File: src/rtl/riscv_gpr_pkg.sv
// Shared constants and types for the GPR write path.
// Used by all builds, with or without RISCV_GPR_WRITE_BYPASS_EN.
package riscv_gpr_pkg;

   localparam int GPR_ADDR_W = 5;
   localparam int GPR_COUNT  = 32;
   localparam int GPR_XLEN   = 32;

   typedef struct packed {
      logic [GPR_ADDR_W-1:0] addr;
      logic [GPR_XLEN-1:0]   data;
   } gpr_wr_entry_t;

   function automatic logic [GPR_COUNT-1:0] gpr_onehot(input logic [GPR_ADDR_W-1:0] addr);
      gpr_onehot       = '0;
      gpr_onehot[addr] = 1'b1;
   endfunction

endpackage

File: src/rtl/riscv_gpr_writer_if.sv
// Write-back request and operand-read bundle between the pipeline and the GPR writer.
// The pipeline drives the master modport and the GPR writer uses the slave modport.
interface riscv_gpr_writer_if
   import riscv_gpr_pkg::*;
#(
   parameter int XLEN = 32
);

   logic                  wr_valid;
   logic                  wr_ready;
   logic [GPR_ADDR_W-1:0] wr_addr;
   logic [XLEN-1:0]       wr_data;
   logic                  drain_hold;
   logic [GPR_ADDR_W-1:0] reg_read_addr_1;
   logic [XLEN-1:0]       reg_read_data_1;
   logic [GPR_ADDR_W-1:0] reg_read_addr_2;
   logic [XLEN-1:0]       reg_read_data_2;
   logic [GPR_COUNT-1:0]  pending_mask;
   logic                  queue_empty;

   modport master (
      output wr_valid, wr_addr, wr_data, drain_hold, reg_read_addr_1, reg_read_addr_2,
      input  wr_ready, reg_read_data_1, reg_read_data_2, pending_mask, queue_empty
   );

   modport slave (
      input  wr_valid, wr_addr, wr_data, drain_hold, reg_read_addr_1, reg_read_addr_2,
      output wr_ready, reg_read_data_1, reg_read_data_2, pending_mask, queue_empty
   );

endinterface

File: src/rtl/riscv_gpr_wq.sv
// In-order write queue holding pending GPR writes, with the pending-register mask.
// With RISCV_GPR_WRITE_BYPASS_EN defined, it also provides youngest-match lookups for the two read ports.
module riscv_gpr_wq
   import riscv_gpr_pkg::*;
#(
   parameter int DEPTH = 2,
   parameter int XLEN  = 32
) (
   input  logic                  clk,
   input  logic                  rst_n,
   input  logic                  push,
   input  logic [GPR_ADDR_W-1:0] push_addr,
   input  logic [XLEN-1:0]       push_data,
   input  logic                  pop,
   output logic [GPR_ADDR_W-1:0] head_addr,
   output logic [XLEN-1:0]       head_data,
   output logic                  full,
   output logic                  empty,
   output logic [GPR_COUNT-1:0]  pending_mask
`ifdef RISCV_GPR_WRITE_BYPASS_EN
   ,
   input  logic [GPR_ADDR_W-1:0] lookup_addr_1,
   output logic                  lookup_hit_1,
   output logic [XLEN-1:0]       lookup_data_1,
   input  logic [GPR_ADDR_W-1:0] lookup_addr_2,
   output logic                  lookup_hit_2,
   output logic [XLEN-1:0]       lookup_data_2
`endif
);

   localparam int PTR_W = $clog2(DEPTH);
   localparam int CNT_W = PTR_W + 1;

   typedef struct packed {
      logic [GPR_ADDR_W-1:0] addr;
      logic [XLEN-1:0]       data;
   } entry_t;

   entry_t           mem [DEPTH];
   logic [PTR_W-1:0] head_ptr;
   logic [PTR_W-1:0] tail_ptr;
   logic [CNT_W-1:0] count;

   always_ff @(posedge clk or negedge rst_n) begin
      if (!rst_n) begin
         head_ptr <= '0;
         tail_ptr <= '0;
         count    <= '0;
         for (int i = 0; i < DEPTH; i++) begin
            mem[i] <= '0;
         end
      end else begin
         if (push) begin
            mem[tail_ptr] <= '{addr: push_addr, data: push_data};
            tail_ptr      <= tail_ptr + 1'b1;
         end
         if (pop) begin
            head_ptr <= head_ptr + 1'b1;
         end
         if (push && !pop) begin
            count <= count + 1'b1;
         end else if (!push && pop) begin
            count <= count - 1'b1;
         end
      end
   end

   assign full      = (count == CNT_W'(DEPTH));
   assign empty     = (count == '0);
   assign head_addr = mem[head_ptr].addr;
   assign head_data = mem[head_ptr].data;

   // Walk entries by age from the head; only the first `count` ages are occupied.
   always_comb begin
      pending_mask = '0;
      for (int k = 0; k < DEPTH; k++) begin
         if (CNT_W'(k) < count) begin
            pending_mask = pending_mask | gpr_onehot(mem[head_ptr + PTR_W'(k)].addr);
         end
      end
      pending_mask[0] = 1'b0;
   end

`ifdef RISCV_GPR_WRITE_BYPASS_EN
   // Later (younger) matches overwrite earlier ones, so the youngest match wins.
   always_comb begin
      lookup_hit_1  = 1'b0;
      lookup_data_1 = '0;
      lookup_hit_2  = 1'b0;
      lookup_data_2 = '0;
      for (int k = 0; k < DEPTH; k++) begin
         if (CNT_W'(k) < count) begin
            if (mem[head_ptr + PTR_W'(k)].addr == lookup_addr_1) begin
               lookup_hit_1  = 1'b1;
               lookup_data_1 = mem[head_ptr + PTR_W'(k)].data;
            end
            if (mem[head_ptr + PTR_W'(k)].addr == lookup_addr_2) begin
               lookup_hit_2  = 1'b1;
               lookup_data_2 = mem[head_ptr + PTR_W'(k)].data;
            end
         end
      end
   end
`endif

endmodule

File: src/rtl/riscv_gpr_writer.sv
// GPR write side: queued write-back into a flop array, with two combinational read ports.
// RISCV_GPR_WRITE_BYPASS_EN lets reads see pending queued writes; otherwise reads show only the array.
module riscv_gpr_writer
   import riscv_gpr_pkg::*;
#(
   parameter int DEPTH = 2,
   parameter int XLEN  = 32
) (
   input  logic                     clk,
   input  logic                     rst_n,
   riscv_gpr_writer_if.slave        bus
);

   logic                  push;
   logic                  pop;
   logic                  full;
   logic                  empty;
   logic [GPR_ADDR_W-1:0] head_addr;
   logic [XLEN-1:0]       head_data;
   logic [XLEN-1:0]       regs [GPR_COUNT];

`ifdef RISCV_GPR_WRITE_BYPASS_EN
   logic                  hit_1;
   logic                  hit_2;
   logic [XLEN-1:0]       byp_data_1;
   logic [XLEN-1:0]       byp_data_2;
`endif

   // x0 writes complete the handshake but are dropped here, so x0 never reaches the array.
   assign push            = bus.wr_valid & ~full & (bus.wr_addr != '0);
   assign pop             = ~empty & ~bus.drain_hold;
   assign bus.wr_ready    = ~full;
   assign bus.queue_empty = empty;

   riscv_gpr_wq #(
      .DEPTH (DEPTH),
      .XLEN  (XLEN)
   ) u_wq (
      .clk           (clk),
      .rst_n         (rst_n),
      .push          (push),
      .push_addr     (bus.wr_addr),
      .push_data     (bus.wr_data),
      .pop           (pop),
      .head_addr     (head_addr),
      .head_data     (head_data),
      .full          (full),
      .empty         (empty),
      .pending_mask  (bus.pending_mask)
`ifdef RISCV_GPR_WRITE_BYPASS_EN
      ,
      .lookup_addr_1 (bus.reg_read_addr_1),
      .lookup_hit_1  (hit_1),
      .lookup_data_1 (byp_data_1),
      .lookup_addr_2 (bus.reg_read_addr_2),
      .lookup_hit_2  (hit_2),
      .lookup_data_2 (byp_data_2)
`endif
   );

   always_ff @(posedge clk or negedge rst_n) begin
      if (!rst_n) begin
         for (int i = 0; i < GPR_COUNT; i++) begin
            regs[i] <= '0;
         end
      end else if (pop) begin
         regs[head_addr] <= head_data;
      end
   end

   always_comb begin
      bus.reg_read_data_1 = '0;
      bus.reg_read_data_2 = '0;
      if (bus.reg_read_addr_1 != '0) begin
         bus.reg_read_data_1 = regs[bus.reg_read_addr_1];
`ifdef RISCV_GPR_WRITE_BYPASS_EN
         if (hit_1) begin
            bus.reg_read_data_1 = byp_data_1;
         end
`endif
      end
      if (bus.reg_read_addr_2 != '0) begin
         bus.reg_read_data_2 = regs[bus.reg_read_addr_2];
`ifdef RISCV_GPR_WRITE_BYPASS_EN
         if (hit_2) begin
            bus.reg_read_data_2 = byp_data_2;
         end
`endif
      end
   end

endmodule

File: src/flat_wrapper.sv
// flat-port wrapper written by rule: the top's interface ports become plain ports
module riscv_gpr_writer_flat import riscv_gpr_pkg::*;
#(
   parameter int DEPTH = 2,
   parameter int XLEN  = 32
)
  (clk, rst_n, bus_wr_valid, bus_wr_addr, bus_wr_data, bus_drain_hold, bus_reg_read_addr_1, bus_reg_read_addr_2, bus_wr_ready, bus_reg_read_data_1, bus_reg_read_data_2, bus_pending_mask, bus_queue_empty);
  riscv_gpr_writer_if #(.XLEN(XLEN)) bus_i ();
  input  logic clk;
  input  logic rst_n;
  input wire logic [$bits(bus_i.wr_valid)-1:0] bus_wr_valid;
  input wire logic [$bits(bus_i.wr_addr)-1:0] bus_wr_addr;
  input wire logic [$bits(bus_i.wr_data)-1:0] bus_wr_data;
  input wire logic [$bits(bus_i.drain_hold)-1:0] bus_drain_hold;
  input wire logic [$bits(bus_i.reg_read_addr_1)-1:0] bus_reg_read_addr_1;
  input wire logic [$bits(bus_i.reg_read_addr_2)-1:0] bus_reg_read_addr_2;
  output wire logic [$bits(bus_i.wr_ready)-1:0] bus_wr_ready;
  output wire logic [$bits(bus_i.reg_read_data_1)-1:0] bus_reg_read_data_1;
  output wire logic [$bits(bus_i.reg_read_data_2)-1:0] bus_reg_read_data_2;
  output wire logic [$bits(bus_i.pending_mask)-1:0] bus_pending_mask;
  output wire logic [$bits(bus_i.queue_empty)-1:0] bus_queue_empty;
  assign bus_i.wr_valid = bus_wr_valid;
  assign bus_i.wr_addr = bus_wr_addr;
  assign bus_i.wr_data = bus_wr_data;
  assign bus_i.drain_hold = bus_drain_hold;
  assign bus_i.reg_read_addr_1 = bus_reg_read_addr_1;
  assign bus_i.reg_read_addr_2 = bus_reg_read_addr_2;
  assign bus_wr_ready = bus_i.wr_ready;
  assign bus_reg_read_data_1 = bus_i.reg_read_data_1;
  assign bus_reg_read_data_2 = bus_i.reg_read_data_2;
  assign bus_pending_mask = bus_i.pending_mask;
  assign bus_queue_empty = bus_i.queue_empty;
  riscv_gpr_writer #(.DEPTH(DEPTH), .XLEN(XLEN)) u_core (.clk(clk), .rst_n(rst_n), .bus(bus_i));
endmodule
File: config.mk
export PLATFORM = sky130hd
export DESIGN_NAME = riscv_gpr_writer_flat
export DESIGN_NICKNAME = d
export VERILOG_FILES = /design/src/rtl/riscv_gpr_pkg.sv /design/src/rtl/riscv_gpr_writer_if.sv /design/src/rtl/riscv_gpr_wq.sv /design/src/rtl/riscv_gpr_writer.sv /design/src/flat_wrapper.sv
export SDC_FILE = /design/constraint.sdc
export NUM_CORES = 2
export LEC_CHECK = 0
export BUFFER_PORTS_ARGS = -buffer_cell sky130_fd_sc_hd__buf_2
export CORE_ASPECT_RATIO = 2
export CORE_MARGIN = 5
export CORE_UTILIZATION = 60
export CTS_CLUSTER_DIAMETER = 100
export DETAILED_ROUTE_END_ITERATION = 10
export PLACE_DENSITY_LB_ADDON = 0.2
export SLEW_MARGIN = 15
export SYNTH_ARGS = -nofsm -noshare
export SYNTH_HDL_FRONTEND = slang
export SYNTH_SLANG_ARGS = --single-unit
File: constraint.sdc
create_clock -name clk -period 2.5 [get_ports clk]
set_input_delay 0.125 -clock clk [delete_from_list [all_inputs] [get_ports clk]]
set_output_delay 0.125 -clock clk [all_outputs]
set_load 0.02 [all_outputs]
Yosys cells after proc, flatten, opt, wreduce, memory -nomap -nowiden
Cells that the tools add are included.

Bits in registers: 1102. Input bits: 51. Output and inout port bits: 98. Word-level logic and storage cells: 112.

$add $sub $neg: 4. Magnitude comparators: 14. Equal/unequal tests: 1. Multiplexer cells: 28. Bitwise gates (word level): 13. Reductions and logical operators: 13.

Operators by type and width (count): 1024-bit bitwise mux (1); 32-bit binary-select mux with 5-bit select (2); 32-bit 2-to-1 mux (9); 37-bit 2-to-1 mux (7); 32-bit demux with 5-bit select (1); 74-bit bitwise mux (1); 37-bit demux with 1-bit select (1); 32-bit OR (1); 6-bit >= comparator, second input constant (3); 5-bit inverter with 6-bit output (3); 5-bit nonzero test (3); 5-bit by 6-bit < comparator with 1-bit output, second input constant (2); 1-bit demux with 5-bit select (2); 5-bit by 1-bit >= comparator with 1-bit output, second input constant (2); 2-bit >= comparator, second input constant (3); 1-bit logical AND (6); 6-bit by 1-bit < comparator with 1-bit output, second input constant (1); 1-bit inverter with 2-bit output (3); 1-bit by 2-bit < comparator with 1-bit output, first input constant (2); 2-bit 2-to-1 mux (2); 1-bit AND (3); 1-bit inverter (3); 1-bit adder, second input constant (2); 2-bit by 1-bit adder with 2-bit output, second input constant (1); 7 further kinds (9).

Longest topological paths before layout
Depth after elaboration: 11. Depth in mapped cells: 8. Mapped depth without buffers: 8.

Modules after synthesis
Synthesis repeated with hierarchy kept, for this count alone.

Cells, all modules: 3918. Area, all modules: 58720.1 sq um.

Modules (own cells, without submodules): riscv_gpr_writer (times used 1, cells each 3622, area an instance 54842.6 sq um, seq. area each 25624.6 sq um); riscv_gpr_wq (times used 1, cells each 296, area an instance 3877.5 sq um, seq. area each 1951.9 sq um).

Worst setup path after synthesis
No wires, ideal clock.

Path kind: register to register. Start point: register u_core.u_wq.count[1]. End point: register u_core.regs[993] (netlist bit). Library setup time: 0.125 ns. Data arrival time: 2.255 ns. Required time: 2.375 ns. Path slack: 0.120 ns. Stages on the path, launching flop included: 9. Path buffers: 3. Clock period less this slack: 2.380 ns. Cell sequence: dfrtp_1 > inv_1 > ha_1 > clkbuf_1 > o21ba_2 > buf_2 > nand2_1 > buf_2 > mux2_2.

Word-level cells in the longest chain between the ends: 3.

RTL lines: start: declaration (line riscv_gpr_wq.sv:42) `logic [CNT_W-1:0] count;`; start signal: assignment (line riscv_gpr_wq.sv:61) `count <= count + 1'b1;`; start signal: assignment (line riscv_gpr_wq.sv:63) `count <= count - 1'b1;`; 2-bit zero test (line riscv_gpr_wq.sv:69) `assign empty = (count == '0);`; net bus_queue_empty (line flat_wrapper.sv:21) `output wire logic [$bits(bus_i.queue_empty)-1:0] bus_queue_empty;`; 1-bit inverter (line riscv_gpr_writer.sv:31) `assign pop = ~empty & ~bus.drain_hold;`; 1-bit AND (line riscv_gpr_writer.sv:31); end signal: indexed assignment (line riscv_gpr_writer.sv:67) `regs[head_addr] <= head_data;`; end: declaration (line riscv_gpr_writer.sv:20) `logic [XLEN-1:0] regs [GPR_COUNT];`.

The timed path passes the listed nets, and every way through them passes these cells. A chain may end at the register's enable or synchronous reset.

Worst setup path in the final report
Start point: register u_core.u_wq.head_ptr. End point: output bus_pending_mask[8].

Word-level cells in the longest chain between the ends: 11. Elaborated cells on any way between the ends: 22. Classes of those cells: 1 x add/sub; 4 x order compare; 12 x mux; 3 x bitwise; 2 x reduce/logical.

RTL lines: start: declaration (line riscv_gpr_wq.sv:40) `logic [PTR_W-1:0] head_ptr;`; start signal: assignment (line riscv_gpr_wq.sv:58) `head_ptr <= head_ptr + 1'b1;`; 1-bit adder or 1-bit inverter with 2-bit output (tied branches) (line riscv_gpr_wq.sv:78) `pending_mask = pending_mask | gpr_onehot(mem[head_ptr + PTR_W'(k)].addr);`; 1-bit inverter with 2-bit output (not written as such) or 37-bit 2-to-1 mux (tied branches) (line riscv_gpr_wq.sv:78); 37-bit 2-to-1 mux (not written as such) (2 in a row) (line riscv_gpr_wq.sv:78); 37-bit 2-to-1 mux (not written as such), or another cell as far along (line riscv_gpr_wq.sv:78); 5-bit by 6-bit < comparator with 1-bit output (not written as such), or another cell as far along (line riscv_gpr_pkg.sv:16) `gpr_onehot[addr] = 1'b1;`; 1-bit logical AND (not written as such) or 1-bit 2-to-1 mux (tied branches) (line riscv_gpr_pkg.sv:16); 1-bit 2-to-1 mux (not written as such) or 1-bit demux with 5-bit select (tied branches) (line riscv_gpr_pkg.sv:16); 1-bit demux with 5-bit select or 32-bit 2-to-1 mux (tied branches) (line riscv_gpr_pkg.sv:16, riscv_gpr_wq.sv:77); 32-bit OR (line riscv_gpr_wq.sv:78); 32-bit 2-to-1 mux * (line riscv_gpr_wq.sv:77) `if (CNT_W'(k) < count) begin`; end: declaration (line flat_wrapper.sv:20) `output wire logic [$bits(bus_i.pending_mask)-1:0] bus_pending_mask;`.

Every way passes the cells marked *; elsewhere a longest branch is shown, timed or not. The select of a mux whose other input is x is not followed.

==> metrics.md <==
| Metric | Value |
|---|---|
| Status | `complete, but fails checks` |
| Failing checks | `negative setup slack` |
| Num CTS Buffers | `98` |
| Vias post-DR | `42217` |
| Period utilization | `106%` |
| Cell area after layout | `70900 um^2` |
| Compound-Gate Fraction of Synth Area | `5.53%` |
| Synth Area in XOR/XNOR | `0.0595%` |
| Worst-skew pair later-pin latency | `0.72 ns` |
| DRT antenna net count | `0` |
| Vias per inst | `7.32` |
| Die span in y | `453 um` |
| Critical Path Fanout Max | `8` |
| Netlist cell types | `52` |
| Worst-Margin Slew | `0.930 ns` |
| Syn_nets | `4152` |
| Leakage | `32.4 nW` |
| Critical Path AT | `2.53 ns` |
| Mean post-synth cell area | `14.4 um^2` |
| Area Overhead vs Synth | `20.4%` |
| RSZ-0062 raised after global routing | `true` |
| Setup violators final | `155` |
| Core Rows | `162` |
| Min Tclk post-route | `2.65 ns` |
| Starting Density | `60.4%` |
| Fmax | `377 MHz` |
| Post-synthesis adder-cell area fraction | `0.0850%` |
| Synthesized flop and latch total | `1102` |
| Placeable Area | `97500 um^2` |
| Main area contributors after synthesis | `dfrtp_1 (47%), mux2_2 (21%), mux4_2 (13%)` |
| P per Cell Area | `1130 nW/um^2` |
| # DRC | `0` |
| DP Cell Count | `5467` |
| Share of post-route cells with drive strength above 1 | `56.2%` |
| Register area share after synthesis | `46.8%` |
| Area post-placement | `63500 um^2` |
| Total global routing overflow | `0` |
| CP startpoint kind | `flip-flop` |
| Crit Path Category | `flip-flop to primary output` |
| GRT Util Overall | `38.3%` |
| Synth Cell Area | `58900 um^2` |
| Maximum VDD drop | `1.52 mV` |
| Synth Warn # | `0` |
| CTS tree | `yes` |
| TritonCTS Sinks | `1102` |
| Reg2Reg Depth | `8` |
| Post-synthesis simple-gate area fraction | `2.20%` |
| Dominant cell type by area after synthesis | `dfrtp_1` |
| Worst reg-to-reg setup slack | `-0.05 ns` |
| Clk buf depth | `3` |
| FF-to-FF Start | `u_core.u_wq.head_ptr` |
| Slew Limit Fails | `0` |
| Max Cap Viol | `0` |
| Htree depth | `3` |
| Routed WL | `209 mm` |
| Io pins | `149` |
| First-pass GRT wire length | `296 mm` |
| Worst setup margin | `-0.155 ns` |
| Die X | `232 um` |
| Drt initial violations | `4289` |
| Largest net degree at the start of global routing | `105` |
| Post-synth top area share | `46.8%` |
| Root Driver | `clkbuf_16` |
| Clock slew at reported path FFs | `0.07 ns` |
| Slew headroom | `37.8%` |
| Worst setup skew after layout | `0.0225 ns` |
| Routability cong. | `0.892` |
| Nets | `4433` |
| Final std cells w/o fill | `5766` |
| Vias in the first global route | `44684` |
| Crit Reg-Reg Endpoint | `u_core.regs[146]` |
| Antenna violations before repair | `0` |
| Crit path capture type | `primary output` |
| Main combinational cell family by area after synthesis | `multiplexers` |
| Syn Inst Count | `4097` |
| Class of the worst hold path | `input pin to async pin` |
| Critical Path RT | `2.38 ns` |
| Die ar. | `105000 um^2` |
| Proportion of synthesized area in mux cells | `41.9%` |
| Endpoints failing hold | `0` |
| DRT Pass-1 Iters | `6` |
| Post-DP HPWL | `124 mm` |
| Port Buf Inserts | `147` |
| Routed length per instance | `36.3 um` |
-- cell usage after synthesis, drive strengths merged --
library cell / count
nor3b: 2
or4: 2
or3: 2
a211oi: 72
nand4: 32
ha: 4
o2111ai: 10
o21bai: 1
a22oi: 64
dfrtp: 1102
nand3b: 7
buf: 206
conb: 1
nand3: 2
nor2b: 38
nand2b: 2
or2: 2
o22ai: 31
inv: 9
and3: 1
o21ai: 56
a221oi: 54
nor2: 6
mux2i: 325
nand2: 143
mux4: 352
mux2: 1198
a21oi: 35
clkbuf: 219
and2: 2
xor2: 1
a21o: 3
or3b: 7
o221ai: 64
xnor2: 3
a311oi: 32
o21ba: 1
nor3: 2
o32ai: 4
-- through the flow --
stage                     TNS [ns]  power (mW)  setup WS [ns]  util [%]  hold WS, ns
after floorplan                  0        49.6          0.120         -       -0.171
after global placement      -0.280        57.5         -0.166      65.1       0.0678
after detailed placement    -0.304        58.8         -0.165      65.1       0.0586
after CTS                    -3.59        77.8         -0.192      71.2       0.0770
after global routing        -12.23        83.5         -0.201      72.7        0.122
final                        -6.32        80.5         -0.155      72.7        0.105
-- metal layers --
| metal | global-route usage [%] | part of all wire (%) | wire length, um | vias to the layer above |
|---|---|---|---|---|
| met5 | 0 | 0 | 0 | - |
| met4 | 27.7 | 9.9 | 20700 | 0 |
| met3 | 7.04 | 8.9 | 18500 | 952 |
| met2 | 63.0 | 48 | 101000 | 2666 |
| met1 | 45.1 | 33 | 69100 | 22197 |
| li1 | - | - | - | 16402 |
-- flip-flops by register name, summed over array words and instances, names as in the netlist --
name and flops:
u_core.u_wq.count 2, u_core.u_wq.head_ptr 1, u_core.regs 1024, u_core.u_wq.mem 74, u_core.u_wq.tail_ptr 1
-- layout by cell type (no fill, tap or decap), drive strengths merged, types with 38 or more instances in the layout --
cell type    count
a211oi          72
a221oi          54
a22oi           64
buf            557
clkbuf         148
dfrtp         1102
dlygate4sd3     40
mux2          1198
mux2i          325
mux4           352
nand2          143
nor2b           38
o21ai           56
o221ai          64
-- final cells by class --
type / count / area, um^2
multi-input combinational: 2561 / 31700
sequential: 1102 / 27600
fill: 6188 / 26600
timing repair buffer: 606 / 6570
clock buffer: 140 / 2900
tap: 1312 / 1640
clock inverter: 34 / 508
inverter: 9 / 35.0
antenna: 2 / 5.00
-- cells by family after synthesis --
| kind of cell | Yosys count |
|---|---|
| buf+inv | 434 |
| simple gates | 250 |
| fa+ha+maj | 4 |
| xor+xnor | 4 |
| mux | 1875 |
| flops | 1102 |
| other cells | 1 |
| compound gates | 427 |
-- how the worst max path moves through the flow --
stage	from	end	slack, ns	cells past startpoint
global placement	bus_reg_read_addr_2[1]	bus_reg_read_data_2[17]	-0.17	7
floorplan	u_core.u_wq.count[1]	u_core.regs[993]	0.12	8
global route	u_core.u_wq.head_ptr	bus_pending_mask[14]	-0.20	6
CTS	u_core.regs[209]	bus_reg_read_data_2[17]	-0.19	6
finish	u_core.u_wq.head_ptr	bus_pending_mask[8]	-0.15	5
detailed placement	bus_reg_read_addr_2[1]	bus_reg_read_data_2[17]	-0.17	7
-- report_power, final --
| part | switching, mW | total, mW | internal, mW |
|---|---|---|---|
| Clock | 7.02 | 16.4 | 9.38 |
| Combinational | 15.8 | 32.4 | 16.6 |
| Sequential | 6.20 | 31.7 | 25.5 |
| Total | 29.1 | 80.5 | 51.4 |
-- what timing repair did --
action	4_1_cts	5_1_grt
hold buffers	41	0
resized for setup	388	216
endpoints found under the hold margin	945	0
gates cloned	1	13
endpoints found under the setup margin	89	499
buffers inserted	60	26
pin swaps	71	71
-- critical path, cell delays in order, from the launching register on --
cell and delay [ns]:
dfrtp_4 0.54, buf_8 0.16, nor3_1 0.46, o21bai_4 0.24, o22ai_2 0.26, buf_6 0.15
(Power assumes the default switching activity.)
